## config.mk

```make
export PLATFORM = sky130hd
export DESIGN_NAME = seqdect_sched
export DESIGN_NICKNAME = d
export VERILOG_FILES = /design/src/rtl/seqdect_pkg.sv /design/src/rtl/seqdect_rr_arb.sv /design/src/rtl/seqdect_sched.sv
export SDC_FILE = /design/constraint.sdc
export NUM_CORES = 1
export LEC_CHECK = 0
export BUFFER_PORTS_ARGS = -buffer_cell sky130_fd_sc_hd__buf_4
export CAP_MARGIN = 40
export CORE_ASPECT_RATIO = 1.1
export CORE_MARGIN = 2
export CORE_UTILIZATION = 25
export DETAILED_ROUTE_END_ITERATION = 10
export PLACE_DENSITY_LB_ADDON = 0.05
export SKIP_CTS_REPAIR_TIMING = 1
export SLEW_MARGIN = 15
export SYNTH_ARGS = -nofsm -noshare
export SYNTH_HDL_FRONTEND = slang
export SYNTH_SLANG_ARGS = --single-unit
```

## constraint.sdc

```tcl
create_clock -name clk -period 1.9 [get_ports clk]
set_clock_uncertainty 0.15 [all_clocks]
set_input_delay 0.19 -clock clk [delete_from_list [all_inputs] [get_ports clk]]
set_output_delay 0.19 -clock clk [all_outputs]
set_load 0.01 [all_outputs]
```

## src/rtl/seqdect_pkg.sv

```systemverilog
// Shared types and constants for the seqdect round-robin scheduler.
package seqdect_pkg;

  localparam int unsigned DEF_NREQ    = 4;
  localparam int unsigned DEF_WIDTH   = 8;
  localparam int unsigned DEF_DET_LAT = 1;
  localparam int unsigned DEF_CNT_W   = 4;

  typedef enum logic [2:0] {
    IDLE   = 3'd0,
    CLEAR  = 3'd1,
    SHIFT  = 3'd2,
    DRAIN  = 3'd3,
    REPORT = 3'd4
  } state_t;

  // Ceiling log2, never below 1 so single-value fields still get a bit.
  function automatic int unsigned clog2(input int unsigned n);
    int unsigned r;
    r = 0;
    while ((32'd1 << r) < n) r++;
    return (r == 0) ? 1 : r;
  endfunction

endpackage

```

## src/rtl/seqdect_rr_arb.sv

```systemverilog
// Round-robin arbiter: picks the first request at or after its own pointer
// and advances the pointer past the winner when the grant is taken.
module seqdect_rr_arb
  import seqdect_pkg::*;
#(
  parameter int unsigned NREQ = DEF_NREQ,
  parameter int unsigned ID_W = clog2(NREQ)
) (
  input  logic            clk,
  input  logic            rst,
  input  logic            en,
  input  logic [NREQ-1:0] req,
  output logic [NREQ-1:0] gnt,
  output logic [ID_W-1:0] id,
  output logic            any
);

  localparam int unsigned SW = ID_W + 1;

  logic [ID_W-1:0]   ptr;
  logic [ID_W-1:0]   ptr_nxt;
  logic [2*NREQ-1:0] rot;
  logic [SW-1:0]     sum;
  logic [SW-1:0]     nxt;

  // Rotate requests so bit 0 is the pointer position, then take the first set bit.
  always_comb begin
    rot = {req, req} >> ptr;
    any = 1'b0;
    id  = '0;
    sum = '0;
    for (int unsigned off = 0; off < NREQ; off++) begin
      if (!any && rot[0]) begin
        any = 1'b1;
        sum = {1'b0, ptr} + SW'(off);
        if (sum >= SW'(NREQ)) sum = sum - SW'(NREQ);
        id = ID_W'(sum);
      end
      rot = rot >> 1;
    end
    gnt = (en && any) ? (NREQ'(1) << id) : '0;
    nxt = {1'b0, id} + SW'(1);
    ptr_nxt = (nxt == SW'(NREQ)) ? '0 : ID_W'(nxt);
  end

  always_ff @(posedge clk) begin
    if (rst) begin
      ptr <= '0;
    end else if (en && any) begin
      ptr <= ptr_nxt;
    end
  end

endmodule

```

## src/rtl/seqdect_sched.sv

```systemverilog
// Shares one serial sequence detector among NREQ requesters: grants a frame,
// clears the detector, shifts the frame MSB-first and reports the hit count.
module seqdect_sched
  import seqdect_pkg::*;
#(
  parameter  int unsigned NREQ    = DEF_NREQ,
  parameter  int unsigned WIDTH   = DEF_WIDTH,
  parameter  int unsigned DET_LAT = DEF_DET_LAT,
  parameter  int unsigned CNT_W   = DEF_CNT_W,
  localparam int unsigned ID_W    = clog2(NREQ)
) (
  input  logic                  clk,
  input  logic                  rst,
  input  logic [NREQ-1:0]       req,
  input  logic [NREQ*WIDTH-1:0] data,
  output logic [NREQ-1:0]       gnt,
  output logic                  busy,
  output logic                  done,
  output logic [ID_W-1:0]       done_id,
  output logic [CNT_W-1:0]      hit_cnt,
  output logic                  det_rst,
  output logic                  prtx,
  input  logic                  prtz
);

  localparam int unsigned CNT_BITS = clog2(WIDTH + DET_LAT + 1);
  localparam logic [CNT_BITS-1:0] SHIFT_LAST = CNT_BITS'(WIDTH - 1);
  localparam logic [CNT_BITS-1:0] DRAIN_LAST = CNT_BITS'(DET_LAT - 1);

  state_t              state;
  state_t              state_next;
  logic                arb_en;
  logic                arb_any;
  logic [ID_W-1:0]     arb_id;
  logic [WIDTH-1:0]    sreg;
  logic [CNT_BITS-1:0] cnt;

  seqdect_rr_arb #(
    .NREQ (NREQ),
    .ID_W (ID_W)
  ) u_arb (
    .clk  (clk),
    .rst  (rst),
    .en   (arb_en),
    .req  (req),
    .gnt  (gnt),
    .id   (arb_id),
    .any  (arb_any)
  );

  assign det_rst = rst | (state == CLEAR);

  always_ff @(posedge clk) begin
    if (rst) begin
      state <= IDLE;
    end else begin
      state <= state_next;
    end
  end

  always_comb begin
    state_next = state;
    arb_en     = 1'b0;
    case (state)
      IDLE: begin
        arb_en = !rst;
        if (arb_any) state_next = CLEAR;
      end
      CLEAR:  state_next = SHIFT;
      SHIFT:  if (cnt == SHIFT_LAST) state_next = DRAIN;
      DRAIN:  if (cnt == DRAIN_LAST) state_next = REPORT;
      REPORT: state_next = IDLE;
      default: state_next = IDLE;
    endcase
  end

  // Datapath: outputs are registered from the next state so they line up with it.
  always_ff @(posedge clk) begin
    if (rst) begin
      busy    <= 1'b0;
      done    <= 1'b0;
      done_id <= '0;
      hit_cnt <= '0;
      prtx    <= 1'b0;
      sreg    <= '0;
      cnt     <= '0;
    end else begin
      busy <= (state_next != IDLE);
      done <= (state_next == REPORT);
      prtx <= 1'b0;
      case (state)
        IDLE: begin
          if (arb_any) begin
            sreg    <= WIDTH'(data >> (32'(arb_id) * WIDTH));
            done_id <= arb_id;
          end
        end
        CLEAR: begin
          hit_cnt <= '0;
          cnt     <= '0;
        end
        SHIFT, DRAIN: begin
          cnt <= (state == SHIFT && state_next == DRAIN) ? '0 : cnt + CNT_BITS'(1);
          if (prtz && (hit_cnt != '1)) hit_cnt <= hit_cnt + CNT_W'(1);
        end
        default: ;
      endcase
      if (state_next == SHIFT) begin
        prtx <= sreg[WIDTH-1];
        sreg <= sreg << 1;
      end
    end
  end

endmodule

```

Word-level counts from Yosys, hierarchy flattened:

Index checks and enable logic that the tools add are counted.

* add/subtract/negate cells: 10
* order comparisons: 4
* equal/unequal tests: 10
* shift operators: 3
* muxes and demuxes: 26
* bitwise logic cells: 2
* reduce and logical (&&, ||, !) cells: 22

Operators with widths (count)
* $shr 32x5->8: 1
* $mux 8: 3
* $mux 2: 9
* $pmux 4 s2: 2
* $eq 3x2->1 const B: 4
* $mux 4: 3
* $pmux 3 s4: 1
* $ge 3x3->1 const B: 3
* $mux 3: 3
* $add 4x1->4 const B: 2
* $shr 8x2->4: 1
* $sub 2x1->2 const B: 4
* $add 2x1->3 const B: 2
* $add 2x2->3 const B: 2
* $eq 3x3->1 const B: 2
* $logic_and 1x1->1: 6
* $reduce_and 2->1: 3
* $reduce_bool 2->1: 3
* $reduce_or 2->1: 3
* $mux 1: 5
* $eq 4x3->1 const B: 1
* $logic_not 1->1: 4
* $logic_not 4->1: 1
* $ne 4x4->1 const B: 1
* other kinds (8): 8

* register bits after elaboration: 26
* input port bits: 39
* output and inout port bits: 14
* logic and storage cells: 87

Logic depth before layout (Yosys ltp):

Gate-level depths: netlist of run 1.

* word-level depth: 17
* gate-level depth with buffers: 9
* mapped depth without buffers: 7

Modules after synthesis:

A second synthesis of run 1 with hierarchy kept.

* cells, all modules: 173
* area, all modules: 1581.5 um^2

By module, submodules not included
* seqdect_sched: instances 1, cells an instance 139, area an instance 1317.5 um^2, sequential area each 480.5 um^2
* seqdect_rr_arb: instances 1, cells an instance 34, area an instance 264.0 um^2, sequential area each 40.0 um^2

Least setup slack after synthesis of run 1:

OpenSTA, ideal clock, no wires.

* path kind: register to register
* from: reg cnt[0]
* to: reg sreg[2]
* library setup time: 0.140 ns
* arrival: 1.738 ns
* required time: 1.610 ns
* setup slack: -0.128 ns
* cell stages (with the launch flop): 7
* cells stage by stage: dfxtp_1 ha_1 nor4bb_4 nor4b_4 mux2_2 nor2_1 a2111oi_2

* word-level cells in the longest chain between the ends: 6
* elaborated cells between the ends (all ways): 10

Ends and longest elaborated chain
* start: declaration: RTL line seqdect_sched.sv:36 `logic [CNT_BITS-1:0] cnt;`
* start signal: assignment: RTL line seqdect_sched.sv:103 `cnt <= (state == SHIFT && state_next == DRAIN) ? '0 : cnt + CNT_BITS'(1);`
* $eq 4x3->1 or $logic_not 4->1 (tied branches): RTL line seqdect_sched.sv:70, seqdect_sched.sv:71
* $mux 3, on equally long branches: RTL line seqdect_sched.sv:70, seqdect_sched.sv:71
* $pmux 3 s4 (*): RTL line seqdect_sched.sv:64 `case (state)`
* $eq 3x2->1 (*): RTL line seqdect_sched.sv:108 `if (state_next == SHIFT) begin`
* $reduce_bool 2->1 (no source line)
* $reduce_and 2->1 (no source line)
* end signal: assignment: RTL line seqdect_sched.sv:94 `sreg <= WIDTH'(data >> (32'(arb_id) * WIDTH));`
* end signal: assignment: RTL line seqdect_sched.sv:110 `sreg <= sreg << 1;`
* end: declaration: RTL line seqdect_sched.sv:35 `logic [WIDTH-1:0] sreg;`

Mark *: on every way between the ends. The rest lies on a longest branch, timed or not.
A chain may end at the register's enable or synchronous reset.

Worst setup path in the final report of run 1:

* from: reg u_arb.ptr[1]
* to: out gnt[0]

* word-level cells in the longest chain between the ends: 13
* elaborated cells between the ends (all ways): 33

Ends and longest elaborated chain
* start: declaration: RTL line seqdect_rr_arb.sv:20 `logic [ID_W-1:0] ptr;`
* start signal: assignment: RTL line seqdect_rr_arb.sv:50 `ptr <= ptr_nxt;`
* parallel branches: the longest is 12 deep, another holds $add 2x1->3
* $mux 4 (*): RTL line seqdect_rr_arb.sv:41 `gnt = (en && any) ? (NREQ'(1) << id) : '0;`
* end: declaration: RTL line seqdect_sched.sv:16 `output logic [NREQ-1:0] gnt,`

Every way passes the cells marked *.

==> results.yml, run 1 <==
synthesis:
  ys_top_cells_by_area: "dfxtp_1 31%, mux2i_1 5.9%, ha_1 5.2%, nor2_1 4.6%, a21oi_1 3.5%"
  synth_top_area_share_pct: 30.7
  synth-seq-cells: 26
  yosysUniqueCellTypes: 47
  ys_seq_area_share_pct: 30.7
  syn_avg_cell_area_sq_um: 8.84
  syn_inst: 192
  yosys_warnings: 0
  yosys.area.top_type: "dfxtp_1"
  synth_edf_count: 0
  synth-main-ff-cell: "dfxtp_1"
  syn_nets: 238
  synthArstFlopShare_pct: 0
  syn_area_sq_um: 1700
sta:
  finalSetupViolCount: 12
  worst_slew_pin_slew_ps: 485
  fin_crit_ps: 2220
  maxSlewHeadroom_pct: 67.4
  min_period_over_period_pct: 117
  hold_viol_final: 0
  worst_slack_ps: -317
  fmax_mhz: 451
  slew_viol_final: 0
  hold_ws_ps: 24.2
  rsz0062_at_grt: "true"
global_route:
  grt_pass1_wl_microns: 7530
  grt-ovfl-total: 0
  grt_usage_pct: 12.7
  grt_pass1_vias: 1622
  grt_max_degree: 20
  antenna_found_initial: 0
clocking:
  cts_buffer_depth: 2
  cts_buffers: 3
  clock_latency_ps: 270
  cts.clk_slew.worst_paths_ps: 90
  cts_num_sinks: 26
  cts_tree: "built"
  cts-root-buf: "clkbuf_8"
  htree_levels: 1
placed_design:
  gp_congestion: 0.716
  dp.cells: 348
  dp_hpwl_microns: 3660
  io_buffers: 52
  dpl_worst_slack_ps: -269
  place_area_sq_um: 2410
final_layout:
  fin_cells: 363
  n_fill_cell: 686
  drive_above_1_share_pct: 51.6
  antenna_cells: 0
  multi_input_area_sq_um: 1240
  stdcell_area_sq_um: 2780
  register_area_sq_um: 531
  final_cell_mix: "87 x buf_4, 22 x dfxtp_1, 20 x nor2_1"
  syn2layout_area_growth_pct: 63.8
  layout.nets: 329
  final_common_cell: "buf_4"
detailed_routing:
  drtIter0Drc: 50
  postRouteAntennaNets: 0
  wl_per_cell_microns: 13.3
  wl_microns: 4840
  firstDrtPassIters: 4
  route.detailed.drc: 0
  viasPerCell: 4.74
  route.vias.total: 1719
setup_path:
  endpoint_kind: "primary output"
  start_kind: "register"
  critPathArrivalTime_ps: 1880
  slowest_delay_ps: 420
  required_ps: 1560
  cp_cell_sequence: "mux2i_1 -> nor2_1 -> or3_4 -> buf_12 -> ha_4 -> and2_4 -> buf_6"
  worstSetupPathType: "register to primary output"
  crit_slowest_cell: "or3_4"
  crit_fanout: 5
floorplan:
  core_sq_um: 6590
  start_util_pct: 25.7
  num_rows: 31
  dieArea_sq_um: 7460
  die_y_microns: 90.4
  die_w_microns: 82.5
  pin_count: 53
pwr:
  total_power_w: 0.00211
  p_leak_nw: 1.20
  p_per_area_nw_per_um2: 759
  irDropWorstVdd_mv: 0.273
flow_run:
  drv_cap: 0
outcome:
  status: "finished, violations left"
  violations: "negative setup slack"
worst_hold_path:
  hold_class: "input pin to register"
==> critical path, delay by kind of cell (launching register included) <==
kind / cells / cell delay (ps)
adder cells (fa/ha/maj): 1 / 150
buffers and inverters: 2 / 270
flip-flops: 1 / 380
multiplexers: 1 / 180
AND/OR/NAND/NOR: 3 / 630
==> cells in the mapped netlist (all sizes together) (2+ instances only) <==
cell type,n
a2111oi,7
a211oi,2
a21o,2
a21oi,12
a221oi,6
a22oi,2
and2,12
buf,4
clkbuf,7
dfxtp,26
ha,7
inv,9
mux2,6
mux2i,10
nand2,14
nand2b,3
nand3,4
nor2,21
nor2b,3
nor3,3
nor3b,5
nor4,2
o211ai,2
o21ai,3
o221ai,2
or2,2
or3,3
xnor2,2
==> layout make-up <==
class	count	share of cell area [%]
Tap cell	82	3.69
Sequential cell	26	19.1
Inverter	9	1.67
Timing Repair Buffer	97	29.3
Multi-Input combinational cell	146	44.8
Clock buffer	3	1.49
==> power by group <==
group | leakage, nW | switching (W) | internal [W] | total [W]
sequential | 0.216 | 0.0000576 | 0.000624 | 0.000682
clock | 0.0216 | 0.000179 | 0.000142 | 0.000322
combinational | 0.960 | 0.000492 | 0.000615 | 0.00111
total | 1.20 | 0.000729 | 0.00138 | 0.00211
==> routing by layer <==
layer	track usage (%)	part of all wire [%]	vias up
met3	2.40	4.8	2
li1	-	-	880
met2	22.0	49	42
met4	2.05	0.50	0
met1	16.3	46	795
met5	0	0	-
==> stage by stage <==
step	util [%]	setup TNS (ps)
6_report	42.1	-2580
5_1_grt	42.1	-3690
4_1_cts	37.2	-3210
3_5_place_dp	36.6	-1850
3_3_place_gp	36.6	-2030
2_1_floorplan	-	-209
==> flip-flops by register name, indices dropped and copies added, names as in the netlist <==
| name | cells |
|---|---|
| prtx | 1 |
| done_id | 2 |
| done | 1 |
| state | 3 |
| hit_cnt | 4 |
| cnt | 4 |
| sreg | 8 |
| busy | 1 |
| u_arb.ptr | 2 |
==> worst paths after layout <==
check	start	to	slack, ps	depth (start not counted)
worst max-delay path	u_arb.ptr[1]	gnt[0]	-320	7
worst min-delay path	rst	u_arb.ptr[1]	20	2
worst max register to register	u_arb.ptr[1]	sreg[1]	-280	8
worst min register to register	done_id[0]	done_id[0]	320	2
==> logic make-up after synthesis <==
family	Yosys count	synth area share, %
mux	16	9.88
flops	26	30.7
fa+ha+maj	7	5.16
simple gates	78	26.3
xor+xnor	2	1.03
buf+inv	20	7.96
compound gates	43	19.0
Power figures use the tool's default switching activity.
==> inputs of run 2 (changes only) <==
--- a/config.mk
+++ b/config.mk
@@ -9,7 +9,7 @@
 export CAP_MARGIN = 40
 export CORE_ASPECT_RATIO = 1.1
 export CORE_MARGIN = 2
-export CORE_UTILIZATION = 25
+export CORE_UTILIZATION = 46
 export DETAILED_ROUTE_END_ITERATION = 10
 export PLACE_DENSITY_LB_ADDON = 0.05
 export SKIP_CTS_REPAIR_TIMING = 1
==> results.yml, run 2 (synthesized netlist as in run 1, its figures left out) <==
setup_path:
  cp_cell_sequence: "mux2i_1 -> nor2_1 -> or3_4 -> buf_8 -> inv_8 -> ha_4 -> and2_4 -> buf_6"
  endpoint_kind: "primary output"
  crit_slowest_cell: "or3_4"
  slowest_delay_ps: 410
  rr_endpoint: "sreg[4]"
  reg2regPathDepth: 7
  critPathArrivalTime_ps: 1850
  required_ps: 1560
  worstSetupPathType: "register to primary output"
  crit_fanout: 5
  r2r_slack_ps: -170
  reg2reg_from: "u_arb.ptr[1]"
  start_kind: "register"
  cp-startpoint: "u_arb.ptr[1]"
pwr:
  total_power_w: 0.00220
  pwr-share-comb_pct: 47.9
  switching_share_pct: 33.6
  p_int_w: 0.00146
  irDropWorstVdd_mv: 0.386
  p_leak_nw: 1.17
  pwr-share-seq_pct: 31.1
  p_per_area_nw_per_um2: 831
  clkPwrFrac_pct: 21.1
  switchingPower_w: 0.000739
detailed_routing:
  route.detailed.drc: 0
  wl_microns: 4850
  wl_per_cell_microns: 14.9
  viasPerCell: 5.43
  route.vias.total: 1766
  postRouteAntennaNets: 0
  firstDrtPassIters: 4
  drtIter0Drc: 85
clocking:
  clock_latency_ps: 270
  cts_buffers: 3
  cts.clk_slew.worst_paths_ps: 90
  cts_buffer_depth: 2
  cts-root-buf: "clkbuf_8"
  cts_num_sinks: 26
  cts_tree: "built"
  htree_levels: 1
worst_hold_path:
  hold_class: "input pin to register"
  hold_end: "sreg[7]"
  holdPathStages: 3
  holdCritStartpoint: "data[15]"
global_route:
  grt_usage_pct: 23.2
  grt_use_met1_pct: 27.1
  antenna_found_initial: 0
  use_met2_pct: 42.9
  grt_pass1_vias: 1721
  grt_pass1_wl_microns: 7380
  grt_max_degree: 27
  groute.layer.met3.usage_pct: 2.87
  grt-ovfl-total: 0
  busiest_layer: "met2"
floorplan:
  num_rows: 23
  die_y_microns: 67.7
  dieArea_sq_um: 4190
  pin_count: 53
  start_util_pct: 47.2
  core_sq_um: 3600
  die_w_microns: 61.9
placed_design:
  dp_hpwl_microns: 3430
  dp.cells: 308
  io_buffers: 52
  gp_congestion: 0.750
final_layout:
  antenna_cells: 0
  syn2layout_area_growth_pct: 56.2
  fin_cells: 325
  drive_above_1_share_pct: 52.0
  final_cell_mix: "83 x buf_4, 23 x dfxtp_1, 16 x nor2_1"
  top_regs: "sreg x8, cnt x4, hit_cnt x4"
  largest_reg_flops: 8
  final_common_cell: "buf_4"
  largest-register: "sreg"
  layout.nets: 322
sta:
  fin_crit_ps: 2190
  rsz0062_at_grt: "true"
  worst_slew_pin_slew_ps: 505
  worst_slack_ps: -292
  slew_viol_final: 0
  finalSetupViolCount: 12
  hold_viol_final: 0
  maxSlewHeadroom_pct: 66.0
  min_period_over_period_pct: 115
  fmax_mhz: 456
outcome:
  status: "finished, violations left"
  violations: "negative setup slack"
flow_run:
  drv_cap: 0
-- run 2: cell types whose count changed in the layout (fill, tap and decap cells not counted), moves of 3 or more --
cell,previous run,this run
mux2i_1,6,10
mux2i_4,3,0
nor2_4,1,4
buf_4,87,83
nor2_1,20,16
-- run 2: how the worst max path moves through the flow --
stage / to / slack [ps] / cells past startpoint
floorplan: sreg[1] / -40 / 6
global placement: sreg[5] / -150 / 6
detailed placement: sreg[4] / -240 / 6
CTS: gnt[3] / -440 / 4
global route: gnt[3] / -340 / 8
finish: gnt[3] / -290 / 8
-- run 2: cell type report --
cell class,instances,area (sq um)
Sequential cell,26,527
Timing Repair Buffer,90,714
Inverter,9,41.3
Clock inverter,1,30.0
Fill cell,272,947
Tap cell,50,62.6
Clock buffer,3,41.3
Multi-Input combinational cell,146,1230
-- run 2: power by group through the flow --
stage / Combinational, W / Sequential [W] / Clock, W
6_report: 0.00105 / 0.000684 / 0.000464
5_1_grt: 0.00115 / 0.000690 / 0.000495
4_1_cts: 0.000790 / 0.000674 / 0.000470
3_5_place_dp: 0.000786 / 0.000686 / 0
3_3_place_gp: 0.000756 / 0.000684 / 0
2_1_floorplan: 0.000537 / 0.000675 / 0
-- run 2: metrics by stage --
stage	TNS (ps)	setup slack [ps]	utilization, %	hold WS [ps]	cell area (sq um)
after floorplan	-209	-37.2	-	258	1770
after global placement	-1240	-146	63.9	300	2300
after detailed placement	-1870	-240	63.9	309	2300
after CTS	-3390	-441	65.9	95.0	2370
after global routing	-3080	-338	73.7	110	2650
final	-2340	-292	73.7	89.1	2650
-- run 2: layer usage --
layer / up-vias / share of wire, %
met5: - / 0
met4: 0 / 2.1
met3: 12 / 4.8
met2: 60 / 53
met1: 828 / 40
li1: 866 / -
-- run 2: critical path: cells and delay by family, from the launching register on --
kind,cells,cell delay (ps)
multiplexers,1,180
buffers and inverters,3,300
AND/OR/NAND/NOR,3,620
flip-flops,1,380
adder cells (fa/ha/maj),1,110
==> inputs of run 3 (changes only) <==
--- a/config.mk
+++ b/config.mk
@@ -6,7 +6,7 @@
 export NUM_CORES = 1
 export LEC_CHECK = 0
 export BUFFER_PORTS_ARGS = -buffer_cell sky130_fd_sc_hd__buf_4
-export CAP_MARGIN = 40
+export CAP_MARGIN = 20
 export CORE_ASPECT_RATIO = 1.1
 export CORE_MARGIN = 2
 export CORE_UTILIZATION = 46
@@ -17,3 +17,4 @@
 export SYNTH_ARGS = -nofsm -noshare
 export SYNTH_HDL_FRONTEND = slang
 export SYNTH_SLANG_ARGS = --single-unit
+export TNS_END_PERCENT = 30
==> results.yml, run 3 (synthesized netlist as in run 1, its figures left out) <==
outcome:
  status: "finished, violations left"
  violations: "negative setup slack"
setup_path:
  crit_path_frequent_cell: "and2_4"
  reg2reg_from: "cnt[1]"
  worstSetupPathType: "register to primary output"
  cp_cell_sequence: "and2_4 -> and2_4 -> or3_4 -> buf_6 -> ha_4 -> and2_4 -> buf_4"
  critPathArrivalTime_ps: 1900
  required_ps: 1560
  crit_fanout: 6
  slowest_delay_ps: 380
  critPathTopFamily: "simple AND/OR/NAND/NOR gates"
  rr_endpoint: "sreg[4]"
  endpoint_kind: "primary output"
  start_kind: "register"
  r2r_slack_ps: -170
  reg2regPathDepth: 6
  crit_slowest_cell: "or3_4"
  path_buf_inv: 2
detailed_routing:
  wl_microns: 4620
  drtIter0Drc: 72
  wl_per_cell_microns: 14.6
  viasPerCell: 5.45
  postRouteAntennaNets: 0
  firstDrtPassIters: 4
  route.detailed.drc: 0
  route.vias.total: 1728
final_layout:
  top_regs: "sreg x8, cnt x4, hit_cnt x4"
  largest-register: "sreg"
  final_cell_mix: "79 x buf_4, 22 x dfxtp_1, 19 x nor2_1"
  drive_above_1_share_pct: 46.8
  antenna_cells: 0
  layout.nets: 314
  stdcell_area_sq_um: 2480
  syn2layout_area_growth_pct: 46.5
  fin_cells: 317
  largest_reg_flops: 8
  final_common_cell: "buf_4"
placed_design:
  place_area_sq_um: 2310
  dp.cells: 311
  gp_congestion: 0.815
  dp_hpwl_microns: 3430
  io_buffers: 52
global_route:
  antenna_found_initial: 0
  grt_usage_pct: 23.1
  grt_max_degree: 27
  grt_pass1_wl_microns: 7180
  grt-ovfl-total: 0
  grt_pass1_vias: 1697
clocking:
  cts-root-buf: "clkbuf_8"
  cts_tree: "built"
  htree_levels: 1
  cts_num_sinks: 26
  cts_buffer_depth: 2
  cts_buffers: 3
  cts.clk_slew.worst_paths_ps: 100
  clock_latency_ps: 280
sta:
  hold_viol_final: 0
  min_period_over_period_pct: 118
  hold_ws_ps: 100
  worst_slack_ps: -341
  maxSlewHeadroom_pct: 60.2
  rsz0062_at_grt: "true"
  worst_slew_pin_slew_ps: 594
  setup_tns_ps: -2130
  finalSetupViolCount: 11
  slew_viol_final: 0
  fin_crit_ps: 2240
  fmax_mhz: 446
floorplan:
  core_sq_um: 3600
  die_y_microns: 67.7
  dieArea_sq_um: 4190
  pin_count: 53
  num_rows: 23
  start_util_pct: 47.2
  die_w_microns: 61.9
pwr:
  irDropWorstVdd_mv: 0.394
  p_leak_nw: 1.10
  p_per_area_nw_per_um2: 814
worst_hold_path:
  holdCritStartpoint: "data[31]"
  holdPathStages: 3
  hold_end: "sreg[7]"
  hold_class: "input pin to register"
flow_run:
  drv_cap: 0
run 3: cell count changes in the layout (fill, tap and decap cells not counted), sizes merged:
cell,change
buf,-8
run 3: power breakdown:
group	leakage (nW)	internal, W	total [W]	switching [W]
Combinational	0.849	0.000448	0.000871	0.000423
Clock	0.0357	0.000282	0.000473	0.000191
Sequential	0.215	0.000624	0.000680	0.0000552
Total	1.10	0.00135	0.00202	0.000668
run 3: worst register-to-register path, delay by kind of cell (launching register included):
family | cells | cell delay [ps]
flip-flops | 1 | 350
AO/OA/AOI/OAI | 1 | 50
AND/OR/NAND/NOR | 3 | 860
adder cells (fa/ha/maj) | 1 | 150
multiplexers | 1 | 380
run 3: worst max path at each step:
| stage | end | slack, ps | from | depth (start not counted) |
|---|---|---|---|---|
| finish | gnt[0] | -340 | u_arb.ptr[1] | 7 |
| global placement | sreg[4] | -130 | cnt[1] | 6 |
| detailed placement | sreg[4] | -170 | cnt[1] | 6 |
| global route | gnt[1] | -390 | u_arb.ptr[1] | 8 |
| floorplan | sreg[1] | -40 | cnt[0] | 6 |
| CTS | gnt[0] | -430 | state[0] | 4 |
run 3: cell type report:
cell class	instances	area (sq um)
clock buffers	3	41.3
clock inverters	1	30.0
fillers	298	1110
inverters	9	38.8
multi-input cells	146	1160
flip-flops and latches	26	528
well taps	50	62.6
repair buffers	82	627
run 3: per-stage QoR:
step / total power (W) / worst slack [ps] / utilization (%)
after global routing: 0.00214 / -389 / 69.1
final: 0.00202 / -341 / 69.1
after floorplan: 0.00120 / -37.2 / -
after CTS: 0.00194 / -430 / 66.2
after detailed placement: 0.00147 / -166 / 64.2
after global placement: 0.00144 / -127 / 64.2
run 3: layer usage:
layer	up-vias	global-route usage, %	share of wire (%)
met5	-	0	0
met2	43	40.3	52
met1	822	26.8	42
met4	0	11.7	2.8
li1	851	-	-
met3	12	3.45	3.7
